==> config.mk <==
export PLATFORM = sky130hd
export DESIGN_NAME = bpsk_word_serializer
export DESIGN_NICKNAME = d
export VERILOG_FILES = /design/src/rtl/bpsk_word_serializer.sv
export SDC_FILE = /design/constraint.sdc
export NUM_CORES = 1
export LEC_CHECK = 0
export CAP_MARGIN = 20
export CORE_UTILIZATION = 35
export CTS_CLUSTER_SIZE = 40
export DETAILED_ROUTE_END_ITERATION = 16
export GPL_TIMING_DRIVEN = 0
export PLACE_DENSITY = 0.51
export SYNTH_ARGS = -nofsm -noshare
export SYNTH_HDL_FRONTEND = slang
export SYNTH_SLANG_ARGS = --single-unit
==> constraint.sdc <==
create_clock -name clk -period 3.1 [get_ports clk]
set_input_delay 0.62 -clock clk [delete_from_list [all_inputs] [get_ports clk]]
set_output_delay 0.62 -clock clk [all_outputs]
set_load 0.02 [all_outputs]
==> src/rtl/bpsk_word_serializer.sv <==
`default_nettype none
// ============================================================================
// Module   : bpsk_word_serializer
// Purpose  : Takes words delivered by the clock-domain synchronizer (data word
//            plus 1-cycle valid pulse) and serialises them into BPSK symbols,
//            one bit per SYM_DIV clocks. Provides a symbol strobe, the raw
//            bit and the carrier phase select (optionally differentially
//            encoded). One word shifts while a second is held, so
//            back-to-back words go out with no gap.
// Ports    : clk      modulator clock
//            rst_n    asynchronous active-low reset
//            w        word-valid pulse (1 cycle)
//            I        word, sampled only while w=1
//            ovf_clr  clears the sticky overflow flag
//            ready    1 when the holding buffer is free
//            bit_out  data bit of the current symbol
//            phase    carrier phase select (0 = 0deg, 1 = 180deg)
//            sym_stb  1-cycle pulse on the first cycle of each symbol
//            busy     1 while a word is being shifted out
//            ovf      sticky: a word was dropped
// Revision : 1.0  initial release
// ============================================================================
module bpsk_word_serializer #(
    parameter int WIDTH     = 16,
    parameter int SYM_DIV   = 8,
    parameter int MSB_FIRST = 1,
    parameter int DIFF      = 0
) (
    input  logic             clk,
    input  logic             rst_n,
    input  logic             w,
    input  logic [WIDTH-1:0] I,
    input  logic             ovf_clr,
    output logic             ready,
    output logic             bit_out,
    output logic             phase,
    output logic             sym_stb,
    output logic             busy,
    output logic             ovf
);

    localparam int c_DIV_W = (SYM_DIV > 2) ? $clog2(SYM_DIV) : 1;
    localparam int c_CNT_W = (WIDTH > 2) ? $clog2(WIDTH) : 1;

    localparam logic [c_DIV_W-1:0] c_DIV_LAST = c_DIV_W'(SYM_DIV - 1);
    localparam logic [c_CNT_W-1:0] c_BIT_LAST = c_CNT_W'(WIDTH - 1);

    localparam logic [0:0] c_ST_IDLE  = 1'b0;
    localparam logic [0:0] c_ST_SHIFT = 1'b1;

    logic [0:0]         r_state;
    logic [WIDTH-1:0]   r_hold;
    logic               r_hold_v;
    logic [WIDTH-1:0]   r_shreg;
    logic [c_DIV_W-1:0] r_div_cnt;
    logic [c_CNT_W-1:0] r_bit_cnt;
    logic               r_bit_out;
    logic               r_phase;
    logic               r_sym_stb;
    logic               r_ovf;

    logic               w_in_shift;
    logic               w_sym_end;
    logic               w_word_end;
    logic               w_advance;
    logic               w_load;
    logic               w_hold_take;
    logic               w_drop;
    logic [WIDTH-1:0]   w_src;
    logic               w_first_bit;
    logic [WIDTH-1:0]   w_load_shreg;
    logic               w_next_bit;
    logic [WIDTH-1:0]   w_shifted;
    logic               w_new_bit;

    assign w_in_shift = (r_state == c_ST_SHIFT);
    assign w_sym_end  = w_in_shift && (r_div_cnt == c_DIV_LAST);
    assign w_word_end = w_sym_end && (r_bit_cnt == c_BIT_LAST);
    assign w_advance  = w_sym_end && !w_word_end;

    // A new word starts from IDLE, or seamlessly at the last cycle of the
    // previous word, whenever a source (held word or incoming word) exists.
    assign w_load = (r_hold_v | w) && (!w_in_shift || w_word_end);

    // The held word takes priority; an incoming word only goes straight to
    // the shifter when nothing is held.
    assign w_src = r_hold_v ? r_hold : I;

    // Incoming word goes to the holding buffer when the buffer is free and
    // the word is not itself being loaded directly, or when the buffer is
    // emptied by a load on this very edge.
    assign w_hold_take = w && (r_hold_v ? w_load : !w_load);
    assign w_drop      = w && r_hold_v && !w_load;

    // The shift register holds the bits still to be sent, with the next one
    // always sitting at the output end; the current bit lives in r_bit_out.
    generate
        if (MSB_FIRST != 0) begin : g_msb_first
            assign w_first_bit  = w_src[WIDTH-1];
            assign w_load_shreg = {w_src[WIDTH-2:0], 1'b0};
            assign w_next_bit   = r_shreg[WIDTH-1];
            assign w_shifted    = {r_shreg[WIDTH-2:0], 1'b0};
        end else begin : g_lsb_first
            assign w_first_bit  = w_src[0];
            assign w_load_shreg = {1'b0, w_src[WIDTH-1:1]};
            assign w_next_bit   = r_shreg[0];
            assign w_shifted    = {1'b0, r_shreg[WIDTH-1:1]};
        end
    endgenerate

    assign w_new_bit = w_load ? w_first_bit : w_next_bit;

    always_ff @(posedge clk or negedge rst_n) begin
        if (!rst_n) begin
            r_state   <= c_ST_IDLE;
            r_hold    <= '0;
            r_hold_v  <= 1'b0;
            r_shreg   <= '0;
            r_div_cnt <= '0;
            r_bit_cnt <= '0;
            r_bit_out <= 1'b0;
            r_phase   <= 1'b0;
            r_sym_stb <= 1'b0;
            r_ovf     <= 1'b0;
        end else begin
            r_sym_stb <= w_load | w_advance;

            if (w_load) begin
                r_state   <= c_ST_SHIFT;
                r_shreg   <= w_load_shreg;
                r_bit_cnt <= '0;
                r_div_cnt <= '0;
            end else if (w_advance) begin
                r_shreg   <= w_shifted;
                r_bit_cnt <= r_bit_cnt + c_CNT_W'(1);
                r_div_cnt <= '0;
            end else if (w_word_end) begin
                r_state   <= c_ST_IDLE;
                r_div_cnt <= '0;
            end else if (w_in_shift) begin
                r_div_cnt <= r_div_cnt + c_DIV_W'(1);
            end

            // Bit and phase change only on symbol starts; they hold their
            // value through idle gaps.
            if (w_load || w_advance) begin
                r_bit_out <= w_new_bit;
                r_phase   <= (DIFF != 0) ? (r_phase ^ w_new_bit) : w_new_bit;
            end

            if (w_hold_take) begin
                r_hold   <= I;
                r_hold_v <= 1'b1;
            end else if (w_load && r_hold_v) begin
                r_hold_v <= 1'b0;
            end

            // A drop on the same edge as a clear leaves the flag set.
            if (w_drop) begin
                r_ovf <= 1'b1;
            end else if (ovf_clr) begin
                r_ovf <= 1'b0;
            end
        end
    end

    assign ready   = ~r_hold_v;
    assign bit_out = r_bit_out;
    assign phase   = r_phase;
    assign sym_stb = r_sym_stb;
    assign busy    = r_state[0];
    assign ovf     = r_ovf;

endmodule
`default_nettype wire

==> results <==
- The run finished with clean final reports.
- The net switching share of the total power is 26.0%.
- In this run, synthesis inferred 0 flip-flops with an integrated enable.
- The initial antenna violation count is 0.
- The detailed router finished its first iteration with 152 violations.
- The die area is 0.00610 mm².
- In this run the critical register-to-register path is captured at r_hold[12].
- The leading cell type in the layout, fill and taps excluded is sky130_fd_sc_hd__dfrtp_1.
- In this run the worst path has a maximum fanout of 10.
- Synthesis produced 178 cells.
- The filler cell count is 565.
- The tightest hold path in the finished design has a slack of 0.224 ns.
- The portion of the clock cycle consumed by the worst path in the final layout is 90.2%.
- The via count is 1,490.
- The overflow left after global routing is 0.
- The number of endpoints with negative hold slack in the final report is 0.
- Setup violations remaining at the end of the flow were counted as 0.
- In this run, the combinational gates consume 20.5% of the power.
- The number of buffers added on ports is 24.
- The area growth from synthesis to layout is 22.7%.
- For this run, asynchronously set or reset flops after synthesis account for 100%.
- The total length of routed wires is 4.38 mm.
- At the pin with the least slew margin, the transition time is 0.553 ns.
- In this run the register-to-register setup slack is 0.30 ns.
- The leakage power summed over all cells is 0.00107 µW.
- A synthesized cell averages 11.4 µm².
- Cell internal power was estimated by the tool at 1090 µW.
- TritonCTS created 5 clock buffers.
- Of the total power, registers draw 48.9%.
- The core area is 0.00554 mm².
- The slowest library cell on the worst path is sky130_fd_sc_hd__clkdlybuf4s50_1.
- At the worst endpoint, the required time is 2.48 ns.
- The peak per-stage delay on the critical path is 0.70 ns.
- The via-per-instance ratio is 5.28.
- The netlist uses 31 different library cells.
- Post-CTS repair changed the size of 0 cells.
- The total power consumption of the routed design is 1480 µW.
- STA classifies the critical path startpoint as a flip-flop.
- Registers take 0.00108 mm².
- The total I/O pin count is 26.
- Clock latency on the worst-skew pair, taken at its later pin, is 0.29 ns.
- The category of the critical setup timing path is reg -> out.
- In this run the clock root is driven by a sky130_fd_sc_hd__clkbuf_8.
- Across the routed clock network, the largest skew measured is 0.00385 ns.
- For this run, the leading register cell type out of synthesis is sky130_fd_sc_hd__dfrtp_1.
- CTS built an H-tree with a depth of 2.
- The flop and latch count out of synthesis is 43.
- The initial standard-cell utilization of the core is 36.6%.
- Summing all multi-input logic gate instances after layout gives 812 µm².
- Of the synthesized area, sequential elements account for 53.1%.
- For this run, the post-layout net count is 233.
- The first-pass GRT wire length is 7.39 mm.
- In this run the core area contains 27 standard-cell rows.
- The number of buffers between clock root and the deepest sink is 2.
- The sink count of the clock tree is 43.
- The number of synthesis warnings is 0.
- The worst-case IR drop observed on VDD is 240 µV.
- The switching power summed over all nets is 385 µW.
- The reg-to-reg startpoint is r_hold_v.
- After synthesis the cells add up to 0.00203 mm².
- The via count of the first global-routing pass is 1,558.
- The total routing resource utilization after global routing is 15.9%.
- The clock share of power is 30.6%.
- The post-detailed-placement half-perimeter wirelength is 3.14 mm.
- Based on the critical path, the design can be clocked at up to 358 MHz.
- In the layout the commonest cells are sky130_fd_sc_hd__dfrtp_1, sky130_fd_sc_hd__clkdlybuf4s50_1, sky130_fd_sc_hd__inv_1, sky130_fd_sc_hd__mux2_2, sky130_fd_sc_hd__nor2_1.
- The critical path goes through buf_2, clkinv_1, clkbuf_1, clkdlybuf4s50_1.
- Entering global routing, the biggest net connects 31 pins.
- The class of the tightest hold or removal check is in -> async.
- Counting cells, the worst reg-to-reg path comes to 7.
- The number of pins exceeding their max-slew limit in the final report was 0.
- The repair_antennas step left the layout with diodes totalling 0.
- The post-route netlist has 16.7% of its cells at a drive strength greater than 1.
- After layout, the minimum clock period comes to 2.80 ns.
- In this run the vertical extent of the chip is 78.1 µm.
- The post-detailed-route count of antenna-violating nets is 0.
- Synthesis produced a netlist with a net count of 202.
- The first-pass detailed-route iteration total is 5.
- The TritonCTS clock tree is built.
- The number of design rule violations left after detail routing is 0.
- The detailed-route wire length per cell is 15.5 µm.
- The number of maximum-capacitance constraint violations is 0.
- Setup repair after global routing left no endpoint under its margin.
- The placer congestion estimate is 0.703.
- At the worst endpoint, the arrival time is 2.18 ns.
- The die is 78.1 µm wide.
- The register clock-pin slew on the reported worst setup and hold paths is 0.08 ns.
- The kind of capture point of the worst setup path is a primary output.
- Power spread over the standard cell area amounts to 595 mW/mm².
- Measured against its own limit, the worst slew margin works out to 63.0%.
==> cells by family after synthesis <==
group	after synthesis	synth area share (%)
AOI/OAI and AO/OA	43	18.6
xor gates and xnor gates	1	0.432
adders and majority gates	4	2.47
buffers and inverters	31	6.85
DFF	43	53.1
muxes	19	10.4
and+or+nand+nor	37	8.15
==> worst max path at each step <==
stage	start	endpoint	slack, ns	depth (start not counted)
finish	r_hold_v	ready	0.30	4
global route	r_div_cnt[0]	r_hold[12]	0.08	8
CTS	r_div_cnt[0]	r_hold[12]	0.15	9
detailed placement	w	r_hold[12]	-0.03	8
global placement	w	r_hold[10]	0.01	8
floorplan	w	r_hold[0]	0.52	8
==> sequential cells by signal (all words and copies together) (netlist names) <==
name       count
busy           1
ovf            1
phase          1
r_bit_cnt      4
r_div_cnt      3
r_hold        16
r_hold_v       1
r_shreg       15
sym_stb        1
==> cell usage after synthesis, types with 2 or more instances <==
cell type                   instances  area share, %
sky130_fd_sc_hd__dfrtp_1           43             53
sky130_fd_sc_hd__inv_1             17            3.1
sky130_fd_sc_hd__mux2_2            17            9.4
sky130_fd_sc_hd__nor2_1            16            3.0
sky130_fd_sc_hd__a222oi_1          14            6.9
sky130_fd_sc_hd__o2bb2ai_1         14            6.0
sky130_fd_sc_hd__nand2_1            9            1.7
sky130_fd_sc_hd__clkbuf_1           5           0.93
sky130_fd_sc_hd__ha_1               4            2.5
sky130_fd_sc_hd__o21ai_0            4           0.99
sky130_fd_sc_hd__o22ai_1            4            1.2
sky130_fd_sc_hd__buf_2              3           0.74
sky130_fd_sc_hd__nand2b_1           3           0.93
sky130_fd_sc_hd__nor3_1             3           0.74
sky130_fd_sc_hd__a32o_1             2           0.99
sky130_fd_sc_hd__buf_1              2           0.37
sky130_fd_sc_hd__buf_6              2            1.1
sky130_fd_sc_hd__mux2i_1            2           0.99
sky130_fd_sc_hd__nor2b_1            2           0.62
==> power groups by stage <==
| stage | logic (µW) | registers (µW) | clock network, µW |
|---|---|---|---|
| floorplan | 207 | 723 | 0 |
| global placement | 297 | 728 | 0 |
| detailed placement | 311 | 735 | 0 |
| CTS | 311 | 723 | 469 |
| global route | 342 | 736 | 494 |
| finish | 304 | 723 | 453 |
==> layer usage <==
metal  track usage [%]  vias to the layer above  routed length (µm)
met5                 0                        -                   0
met4              7.22                        0                  69
met3              2.56                        5                 161
met2              28.1                       29                2160
met1              19.0                      739                1990
li1                  -                      717                   -
==> timing repair <==
action,4_1_cts,5_1_grt
endpoints found under the setup margin,0,9
hold buffers,0,0
setup buffers,0,0
==> critical path: cells and delay by family, from the launching register on <==
family / cells / cell delay [ns]
DFF: 1 / 0.38
buffers and inverters: 4 / 1.49
==> metrics by stage <==
| stage | area [µm²] | TNS, ns | util [%] | worst slack (ns) | std cells |
|---|---|---|---|---|---|
| 6_report | 2490 | 0 | 44.9 | 0.304 | 282 |
| 5_1_grt | 2490 | 0 | 44.9 | 0.0811 | 282 |
| 4_1_cts | 2490 | 0 | 44.9 | 0.147 | 283 |
| 3_5_place_dp | 2370 | -0.0984 | 42.8 | -0.0301 | 275 |
| 3_3_place_gp | 2360 | 0 | 42.5 | 0.0134 | 274 |
| 2_1_floorplan | 2030 | 0 | - | 0.516 | 178 |
==> final cells by class <==
cell class	count	area share, %
tap	72	3.62
buffer	12	2.72
clock buffer	6	3.32
timing repair buffer	25	10.3
clock inverter	2	1.41
sequential	43	43.3
multi-input combinational	104	32.7
inverter	18	2.72
No activity file was read; power rests on OpenSTA's default activity.
